==> config.mk <==
export PLATFORM = sky130hd
export DESIGN_NAME = alu_arbiter
export DESIGN_NICKNAME = d
export VERILOG_FILES = /design/src/rtl/alu_arbiter.sv
export SDC_FILE = /design/constraint.sdc
export NUM_CORES = 1
export LEC_CHECK = 0
export CAP_MARGIN = 20
export CORE_AREA = 2 2 108 110
export DETAILED_ROUTE_END_ITERATION = 6
export DIE_AREA = 0 0 110 112
export DONT_BUFFER_PORTS = 1
export PLACE_DENSITY = 0.56
export SLEW_MARGIN = 20
export SYNTH_ARGS = -nofsm -noshare
export SYNTH_HDL_FRONTEND = slang
export SYNTH_SLANG_ARGS = --single-unit
export TNS_END_PERCENT = 5
==> constraint.sdc <==
create_clock -name CLK -period 1.98 [get_ports CLK]
set_input_delay 0.594 -clock CLK [delete_from_list [all_inputs] [get_ports CLK]]
set_output_delay 0.594 -clock CLK [all_outputs]
set_load 0.01 [all_outputs]
==> src/rtl/alu_arbiter.sv <==
// Two-port arbiter in front of the shared 32-bit ALU: grants one requester at a time,
// registers its operands onto the ALU, waits ALU_LAT cycles and returns RESULT/ZERO.
module alu_arbiter #(
  parameter int unsigned ALU_LAT    = 1,
  parameter int unsigned FIXED_PRIO = 0,
  parameter int unsigned STARVE_MAX = 4
) (
  input  logic        CLK,
  input  logic        RESET,
  input  logic        VALID0,
  input  logic        VALID1,
  input  logic [31:0] DATA1_0,
  input  logic [31:0] DATA1_1,
  input  logic [31:0] DATA2_0,
  input  logic [31:0] DATA2_1,
  input  logic [2:0]  SELECT0,
  input  logic [2:0]  SELECT1,
  input  logic        ROTATE0,
  input  logic        ROTATE1,
  output logic        READY0,
  output logic        READY1,
  output logic        RSP_VALID0,
  output logic        RSP_VALID1,
  input  logic        RSP_READY0,
  input  logic        RSP_READY1,
  output logic [31:0] RESULT_OUT,
  output logic        ZERO_OUT,
  output logic [31:0] ALU_DATA1,
  output logic [31:0] ALU_DATA2,
  output logic [2:0]  ALU_SELECT,
  output logic        ALU_ROTATE,
  input  logic [31:0] ALU_RESULT,
  input  logic        ALU_ZERO,
  output logic        BUSY,
  output logic        OWNER
);

  localparam int unsigned WaitW   = (ALU_LAT > 1) ? $clog2(ALU_LAT) : 1;
  localparam int unsigned StarveW = (STARVE_MAX > 0) ? $clog2(STARVE_MAX + 1) : 1;
  localparam logic [WaitW-1:0]   WaitInit  = WaitW'(ALU_LAT - 1);
  localparam logic [StarveW-1:0] StarveTop = StarveW'(STARVE_MAX);

  typedef enum logic [1:0] {StIdle, StExec, StResp} state_e;

  state_e               state_q, state_d;
  logic                 last_grant_q, last_grant_d;
  logic [StarveW-1:0]   starve_q, starve_d;
  logic [WaitW-1:0]     wait_q, wait_d;
  logic [31:0]          alu_data1_q, alu_data1_d;
  logic [31:0]          alu_data2_q, alu_data2_d;
  logic [2:0]           alu_select_q, alu_select_d;
  logic                 alu_rotate_q, alu_rotate_d;
  logic [31:0]          result_q, result_d;
  logic                 zero_q, zero_d;
  logic                 owner_q, owner_d;

  logic grant;
  logic starve_force;
  logic accept;
  logic rsp_taken;

  // Grant is purely combinational from the valids; the FSM only acts on it in IDLE.
  always_comb begin
    starve_force = (STARVE_MAX != 0) && (starve_q == StarveTop);
    if (FIXED_PRIO != 0) begin
      grant = VALID1 && (!VALID0 || starve_force);
    end else if (VALID0 && VALID1) begin
      grant = ~last_grant_q;
    end else begin
      grant = VALID1;
    end
    accept    = (state_q == StIdle) && (grant ? VALID1 : VALID0);
    rsp_taken = owner_q ? RSP_READY1 : RSP_READY0;
  end

  always_comb begin
    state_d      = state_q;
    last_grant_d = last_grant_q;
    starve_d     = starve_q;
    wait_d       = wait_q;
    alu_data1_d  = alu_data1_q;
    alu_data2_d  = alu_data2_q;
    alu_select_d = alu_select_q;
    alu_rotate_d = alu_rotate_q;
    result_d     = result_q;
    zero_d       = zero_q;
    owner_d      = owner_q;

    unique case (state_q)
      StIdle: begin
        if (accept) begin
          alu_data1_d  = grant ? DATA1_1 : DATA1_0;
          alu_data2_d  = grant ? DATA2_1 : DATA2_0;
          alu_select_d = grant ? SELECT1 : SELECT0;
          alu_rotate_d = grant ? ROTATE1 : ROTATE0;
          owner_d      = grant;
          last_grant_d = grant;
          wait_d       = WaitInit;
          state_d      = StExec;
          // Count port-0 wins only while port 1 is actually waiting.
          if (grant) begin
            starve_d = '0;
          end else if (VALID1 && (starve_q != StarveTop)) begin
            starve_d = starve_q + 1'b1;
          end
        end
      end
      StExec: begin
        if (wait_q == '0) begin
          result_d = ALU_RESULT;
          zero_d   = ALU_ZERO;
          state_d  = StResp;
        end else begin
          wait_d = wait_q - 1'b1;
        end
      end
      StResp: begin
        if (rsp_taken) begin
          state_d = StIdle;
        end
      end
      default: state_d = StIdle;
    endcase
  end

  always_ff @(posedge CLK) begin
    if (RESET) begin
      state_q      <= StIdle;
      last_grant_q <= 1'b1;
      starve_q     <= '0;
      wait_q       <= '0;
      alu_data1_q  <= '0;
      alu_data2_q  <= '0;
      alu_select_q <= '0;
      alu_rotate_q <= 1'b0;
      result_q     <= '0;
      zero_q       <= 1'b0;
      owner_q      <= 1'b0;
    end else begin
      state_q      <= state_d;
      last_grant_q <= last_grant_d;
      starve_q     <= starve_d;
      wait_q       <= wait_d;
      alu_data1_q  <= alu_data1_d;
      alu_data2_q  <= alu_data2_d;
      alu_select_q <= alu_select_d;
      alu_rotate_q <= alu_rotate_d;
      result_q     <= result_d;
      zero_q       <= zero_d;
      owner_q      <= owner_d;
    end
  end

  assign READY0     = accept && !grant;
  assign READY1     = accept && grant;
  assign RSP_VALID0 = (state_q == StResp) && !owner_q;
  assign RSP_VALID1 = (state_q == StResp) && owner_q;
  assign RESULT_OUT = result_q;
  assign ZERO_OUT   = zero_q;
  assign ALU_DATA1  = alu_data1_q;
  assign ALU_DATA2  = alu_data2_q;
  assign ALU_SELECT = alu_select_q;
  assign ALU_ROTATE = alu_rotate_q;
  assign BUSY       = (state_q != StIdle);
  assign OWNER      = owner_q;

endmodule

==> results.py, run 1 <==
metrics = {
    "min_path": {
        "worst_hold_path_type": "input pin to register",
        "min-delay-start": "RESET",
    },
    "clocking": {
        "cts_tree": "built",
        "clk_path_buf_depth": 2,
        "holdBufCountCts": 0,
        "worstSkewPairLatency_ns": 0.34,
        "cts_setup_buffers": 0,
        "cts_resized": 0,
        "cts_sinks": 105,
        "cts_inserted_buffers": 9,
        "cts_htree_levels": 3,
        "clk_pin_slew_worst_paths_ns": 0.07,
        "clockRootBuffer": "clkbuf_16",
    },
    "place": {
        "place_area_mm2": 0.004521,
        "portBuffers": 0,
        "place_congestion": 0.7109,
        "dpl.hpwl_mm": 8.860,
    },
    "worst_setup_path": {
        "start_kind": "register",
        "crit_fanout": 6,
        "critPathKind": "register to output port",
        "end_kind": "output port",
        "critPathMaxStageDelay_ns": 0.37,
        "cp_cell_sequence": "nor2_4 > nand2_1 > nor2_1",
        "reg2reg_from": "state_q[1]$_SDFFE_PP0P_",
        "cp_slowest_cell": "dfxtp_1",
        "worstPathRequired_ns": 1.39,
        "cp_data_arrival_time_ns": 1.25,
        "crit_start": "state_q[1]$_SDFFE_PP0P_",
    },
    "timing": {
        "setup_tns_ns": 0,
        "rsz0062_at_grt": "no",
        "relSlewSlack_pct": 50.60,
        "hold_viol_final": 0,
        "timing.final.crit_share_pct": 93.27,
        "min_period_ns": 1.847,
        "slew_violations": 0,
        "max_freq_ghz": 0.5415,
        "fin_skew_ns": 0.005995,
        "worst_pin_slew_ns": 0.7409,
        "setup_viol": 0,
    },
    "floorplan": {
        "chipHeight_um": 112,
        "core_mm2": 0.01117,
        "initial_core_util_pct": 40.58,
        "die_area_mm2": 0.01232,
        "std_cell_rows": 39,
        "die_w_um": 110,
        "ioPinCount": 282,
    },
    "logic_synthesis": {
        "ys_types": 25,
        "ys_ff_latch": 105,
        "yosys_warnings": 0,
        "synth_fp_nets": 732,
        "yosysSeqAreaShare_pct": 46.36,
        "synth.avg_cell_area_um2": 8.141,
        "synthCells": 557,
        "syn_area_mm2": 0.004534,
    },
    "routing": {
        "num_vias": 3889,
        "firstDrtPassIters": 4,
        "drc": 0,
        "wl_mm": 13.07,
        "ant_nets": 0,
        "detail_route.iter0.violations": 263,
        "wire_per_inst_um": 19.53,
        "vias_per_cell": 5.813,
    },
    "layout": {
        "drive_above_1_share_pct": 9.316,
        "syn2layout_area_growth_pct": 6.981,
        "final_nets": 696,
        "postLayoutCellArea_mm2": 0.004851,
        "n_antenna_cell": 0,
    },
    "status": {
        "outcome": "finished clean",
    },
    "job": {
        "drv_cap": 0,
    },
    "power_and_ir_drop": {
        "p_per_area_mw_per_mm2": 1102,
        "irDropWorstVdd_v": 0.0005293,
        "leakage_nw": 1.762,
    },
    "global_route": {
        "grt_pass1_wl_mm": 19.33,
        "overflow": 0,
        "first_global_vias": 3700,
        "grt.total_usage_pct": 20.30,
        "grt_start_max_net_pins": 106,
        "antenna_found_initial": 0,
    },
}
-- worst max-delay path: cells and delay by family (launching register included) --
| kind | cells | cell delay, ns |
|---|---|---|
| AND/OR/NAND/NOR | 3 | 0.54 |
| flip-flops | 1 | 0.37 |
-- layer usage --
layer / vias up / track usage [%] / routed length (um)
li1: 1872 / - / -
met1: 1811 / 21.41 / 4700
met2: 187 / 35.34 / 6599
met3: 19 / 7.143 / 1449
met4: 0 / 9.705 / 315
met5: - / 0 / 0
-- synthesized netlist by cell type --
cell type / n / area [um2]
buf_6: 7 / 78.83
nor3b_1: 1 / 7.510
buf_4: 2 / 15.01
nor2_1: 3 / 11.26
nand2b_1: 1 / 6.260
clkbuf_1: 11 / 41.29
nor2_4: 1 / 11.26
inv_1: 1 / 3.750
mux2i_1: 1 / 10.01
buf_2: 37 / 185.2
a21oi_1: 103 / 515.5
or2_1: 1 / 6.260
nand2_1: 205 / 769.5
inv_2: 1 / 3.750
nand3b_1: 1 / 7.510
a311oi_1: 52 / 455.4
o21ai_0: 1 / 5.000
nor2b_1: 2 / 12.51
a21bo_1: 1 / 10.01
and3b_1: 1 / 8.760
a311oi_2: 16 / 240.2
a21boi_2: 1 / 11.26
dfxtp_1: 105 / 2102
nor2_2: 1 / 6.260
a221o_1: 1 / 10.01
-- state kept, by name, indices dropped and copies added (netlist names) --
register	count
ALU_DATA1	32
ALU_DATA2	32
RESULT_OUT	32
ALU_SELECT	3
state_q	2
ALU_ROTATE	1
OWNER	1
ZERO_OUT	1
last_grant_q	1
-- per-stage QoR --
step	hold WS [ns]	utilization, %	std cells	power (W)	setup WS, ns
after CTS	0.2998	43.41	669	0.005419	0.1034
after global routing	0.3065	43.41	669	0.005618	0.03599
final	0.3182	43.41	669	0.005345	0.1333
after floorplan	0.4805	-	557	0.003301	0.1383
after global placement	0.4825	40.45	653	0.003431	0.2096
after detailed placement	0.4888	40.45	653	0.003459	0.1043
-- where the power goes --
part | total (W) | internal, W | switching [W]
combinational | 0.000774 | 0.000297 | 0.000477
clock | 0.00194 | 0.00117 | 0.000771
sequential | 0.00263 | 0.00234 | 0.000284
-- cells by family after synthesis --
| group | count (synthesis) | synth area share [%] |
|---|---|---|
| AND/OR/NAND/NOR | 217 | 18.68 |
| multiplexers | 1 | 0.2208 |
| flip-flops | 105 | 46.36 |
| buffers and inverters | 59 | 7.229 |
| AO/OA/AOI/OAI | 175 | 27.51 |
-- final cells by class --
| class | instances | area, um2 |
|---|---|---|
| Fill cell | 1123 | 6324 |
| Multi-Input combinational cell | 393 | 2120 |
| Sequential cell | 105 | 2102 |
| Clock buffer | 11 | 252.7 |
| Tap cell | 143 | 178.9 |
| Timing Repair Buffer | 10 | 112.6 |
| Clock inverter | 5 | 77.57 |
| Inverter | 2 | 7.507 |
-- final timing paths --
kind / endpoint / slack, ns / cells past startpoint
worst min-delay path: RESULT_OUT[20]$_SDFFE_PP0N_ / 0.32 / 1
worst min register to register: RESULT_OUT[20]$_SDFFE_PP0N_ / 0.50 / 2
worst max register to register: ALU_SELECT[2]$_SDFFE_PP0P_ / 0.42 / 4
worst max-delay path: READY0 / 0.13 / 3
-- placed cells by master (no fill, tap or decap) --
master	n
clkinv_2	2
nor2_4	2
nand3b_1	1
mux2i_1	1
a221o_1	1
o21ai_0	1
nand2b_1	1
clkbuf_16	9
a21bo_2	1
nor2b_2	1
and3b_1	1
a21oi_1	103
buf_12	3
or2_2	1
clkbuf_8	2
a311oi_1	52
inv_2	1
dfxtp_1	105
clkinvlp_4	1
a311oi_2	16
nor2_1	3
a21boi_4	1
inv_1	1
bufinv_16	2
nand2_1	205
nor3b_1	1
nor2b_1	1
buf_4	7
No activity file was read; power rests on OpenSTA's default activity.
==> run 2: changes to the inputs <==
--- a/config.mk
+++ b/config.mk
@@ -6,5 +6,4 @@
 export NUM_CORES = 1
 export LEC_CHECK = 0
-export CAP_MARGIN = 20
 export CORE_AREA = 2 2 108 110
 export DETAILED_ROUTE_END_ITERATION = 6
==> constraint.sdc (replaced) <==
create_clock -name CLK -period 1.98 [get_ports CLK]
set_input_delay 0.594 -clock CLK [delete_from_list [all_inputs] [get_ports CLK]]
set_output_delay 0.594 -clock CLK [all_outputs]
set_load 0.005 [all_outputs]
==> run 2 against run 1 <==
Net effect: critical path type unchanged; sequential power decreased by 3%; first-iteration DRC count decreased by 15%; setup slack got worse by 0.0082 ns; non-clock buffer count unchanged; critical endpoint is now READY1; die area unchanged.
==> results.py, run 2 (synthesized netlist as in run 1, its figures left out) <==
metrics = {
    "routing": {
        "vias_per_cell": 5.900,
        "drc": 0,
        "wl_mm": 13.13,
        "ant_nets": 0,
        "num_vias": 3947,
        "detail_route.iter0.violations": 224,
        "firstDrtPassIters": 4,
        "wire_per_inst_um": 19.63,
    },
    "floorplan": {
        "initial_core_util_pct": 40.58,
        "ioPinCount": 282,
        "die_area_mm2": 0.01232,
        "core_mm2": 0.01117,
        "chipHeight_um": 112,
        "die_w_um": 110,
        "std_cell_rows": 39,
    },
    "timing": {
        "max_freq_ghz": 0.5391,
        "fin_skew_ns": 0.008906,
        "setup_tns_ns": 0,
        "hold_viol_final": 0,
        "setup_viol": 0,
        "relSlewSlack_pct": 49.44,
        "min_period_ns": 1.855,
        "timing.final.crit_share_pct": 93.68,
        "slew_violations": 0,
        "worst_pin_slew_ns": 0.7584,
        "rsz0062_at_grt": "no",
    },
    "layout": {
        "layout_commonest_cell": "nand2_1",
        "n_antenna_cell": 0,
        "final_nets": 696,
        "syn2layout_area_growth_pct": 6.981,
        "layout_common_cells": "205 x nand2_1, 105 x dfxtp_1, 103 x a21oi_1, 52 x a311oi_1, 16 x a311oi_2",
        "final_core_util_pct": 43.41,
        "fillCellCount": 1132,
        "drive_above_1_share_pct": 9.125,
    },
    "clocking": {
        "clk_pin_slew_worst_paths_ns": 0.07,
        "cts_resized": 0,
        "cts_tree": "built",
        "holdBufCountCts": 0,
        "cts_sinks": 105,
        "clockRootBuffer": "clkbuf_16",
        "clk_path_buf_depth": 2,
        "cts_htree_levels": 3,
        "cts_setup_buffers": 0,
        "worstSkewPairLatency_ns": 0.35,
        "cts_inserted_buffers": 9,
    },
    "power_and_ir_drop": {
        "p_per_area_mw_per_mm2": 1089,
        "irDropWorstVdd_v": 0.0004059,
        "leakage_nw": 1.764,
    },
    "worst_setup_path": {
        "worstPathRequired_ns": 1.39,
        "cp_data_arrival_time_ns": 1.26,
        "crit_fanout": 10,
        "end_kind": "output port",
        "crit_family": "flip-flops",
        "critPathMaxStageDelay_ns": 0.36,
        "critPathKind": "register to output port",
        "start_kind": "register",
        "cp_slowest_cell": "dfxtp_1",
        "cp_cell_sequence": "a21boi_4 > nand2_1 > inv_1",
        "cp.buffers_inverters": 1,
    },
    "global_route": {
        "antenna_found_initial": 0,
        "grt.total_usage_pct": 20.28,
        "overflow": 0,
        "first_global_vias": 3756,
        "grt_pass1_wl_mm": 19.49,
        "grt_start_max_net_pins": 106,
    },
    "status": {
        "outcome": "finished clean",
    },
    "place": {
        "place_congestion": 0.7187,
        "dpl.hpwl_mm": 8.887,
        "portBuffers": 0,
    },
    "min_path": {
        "worst_hold_path_type": "input pin to register",
    },
    "job": {
        "drv_cap": 0,
    },
}
## run 2: cell types whose count changed in the layout (fill, tap and decap cells not counted)
cell        change
clkbuf_1        +1
clkinvlp_4      -1
clkinv_2        -1
inv_6           +1
## run 2: final cells by class
type	count	area (um2)	area share, %
multi-input cells	393	2120	43.69
flip-flops and latches	105	2102	43.33
clock buffers	12	256.5	5.288
well taps	143	178.9	3.688
repair buffers	10	112.6	2.321
clock inverters	4	73.82	1.522
inverters	2	7.507	0.1548
## run 2: final timing paths
| check | startpoint | to | slack [ns] | cells after the start |
|---|---|---|---|---|
| setup / recovery | last_grant_q$_SDFFE_PP1P_ | READY1 | 0.13 | 3 |
| hold / removal | RESET | ALU_DATA1[5]$_SDFFE_PP0P_ | 0.33 | 1 |
| setup reg to reg | last_grant_q$_SDFFE_PP1P_ | ALU_DATA1[10]$_SDFFE_PP0P_ | 0.45 | 4 |
| hold reg to reg | RESULT_OUT[20]$_SDFFE_PP0N_ | RESULT_OUT[20]$_SDFFE_PP0N_ | 0.47 | 2 |
## run 2: per-layer routing
layer  wire length [um]  vias to the layer above  track usage, %
li1                   -                     1869               -
met1               4814                     1848           22.01
met2               6519                      203           35.05
met3               1437                       27           7.553
met4                359                        0           8.186
met5                  0                        -               0
## run 2: stage by stage
step	total power, W	setup WS [ns]	std cells	hold WS [ns]	area, um2
floorplan	0.003213	0.1553	557	0.4527	4534
global placement	0.003342	0.1989	653	0.4551	4521
detailed placement	0.003373	0.1326	653	0.4612	4521
CTS	0.005335	0.1089	669	0.3091	4851
global route	0.005545	0.01308	669	0.3046	4851
finish	0.005284	0.1251	669	0.3288	4851
## run 2: where the power goes
part / switching [W] / internal (W) / leakage [nW]
Combinational: 0.000476 / 0.000297 / 0.733
Sequential: 0.000202 / 0.00234 / 0.868
Clock: 0.000784 / 0.00118 / 0.163
Total: 0.00146 / 0.00382 / 1.76
==> run 3: changes to the inputs <==
Settings changed: CTS_CLUSTER_DIAMETER from default to 40, CTS_CLUSTER_SIZE from default to 12.
==> results of run 3 <==
The final DEF is identical to that of run 2; final timing and power are the same.
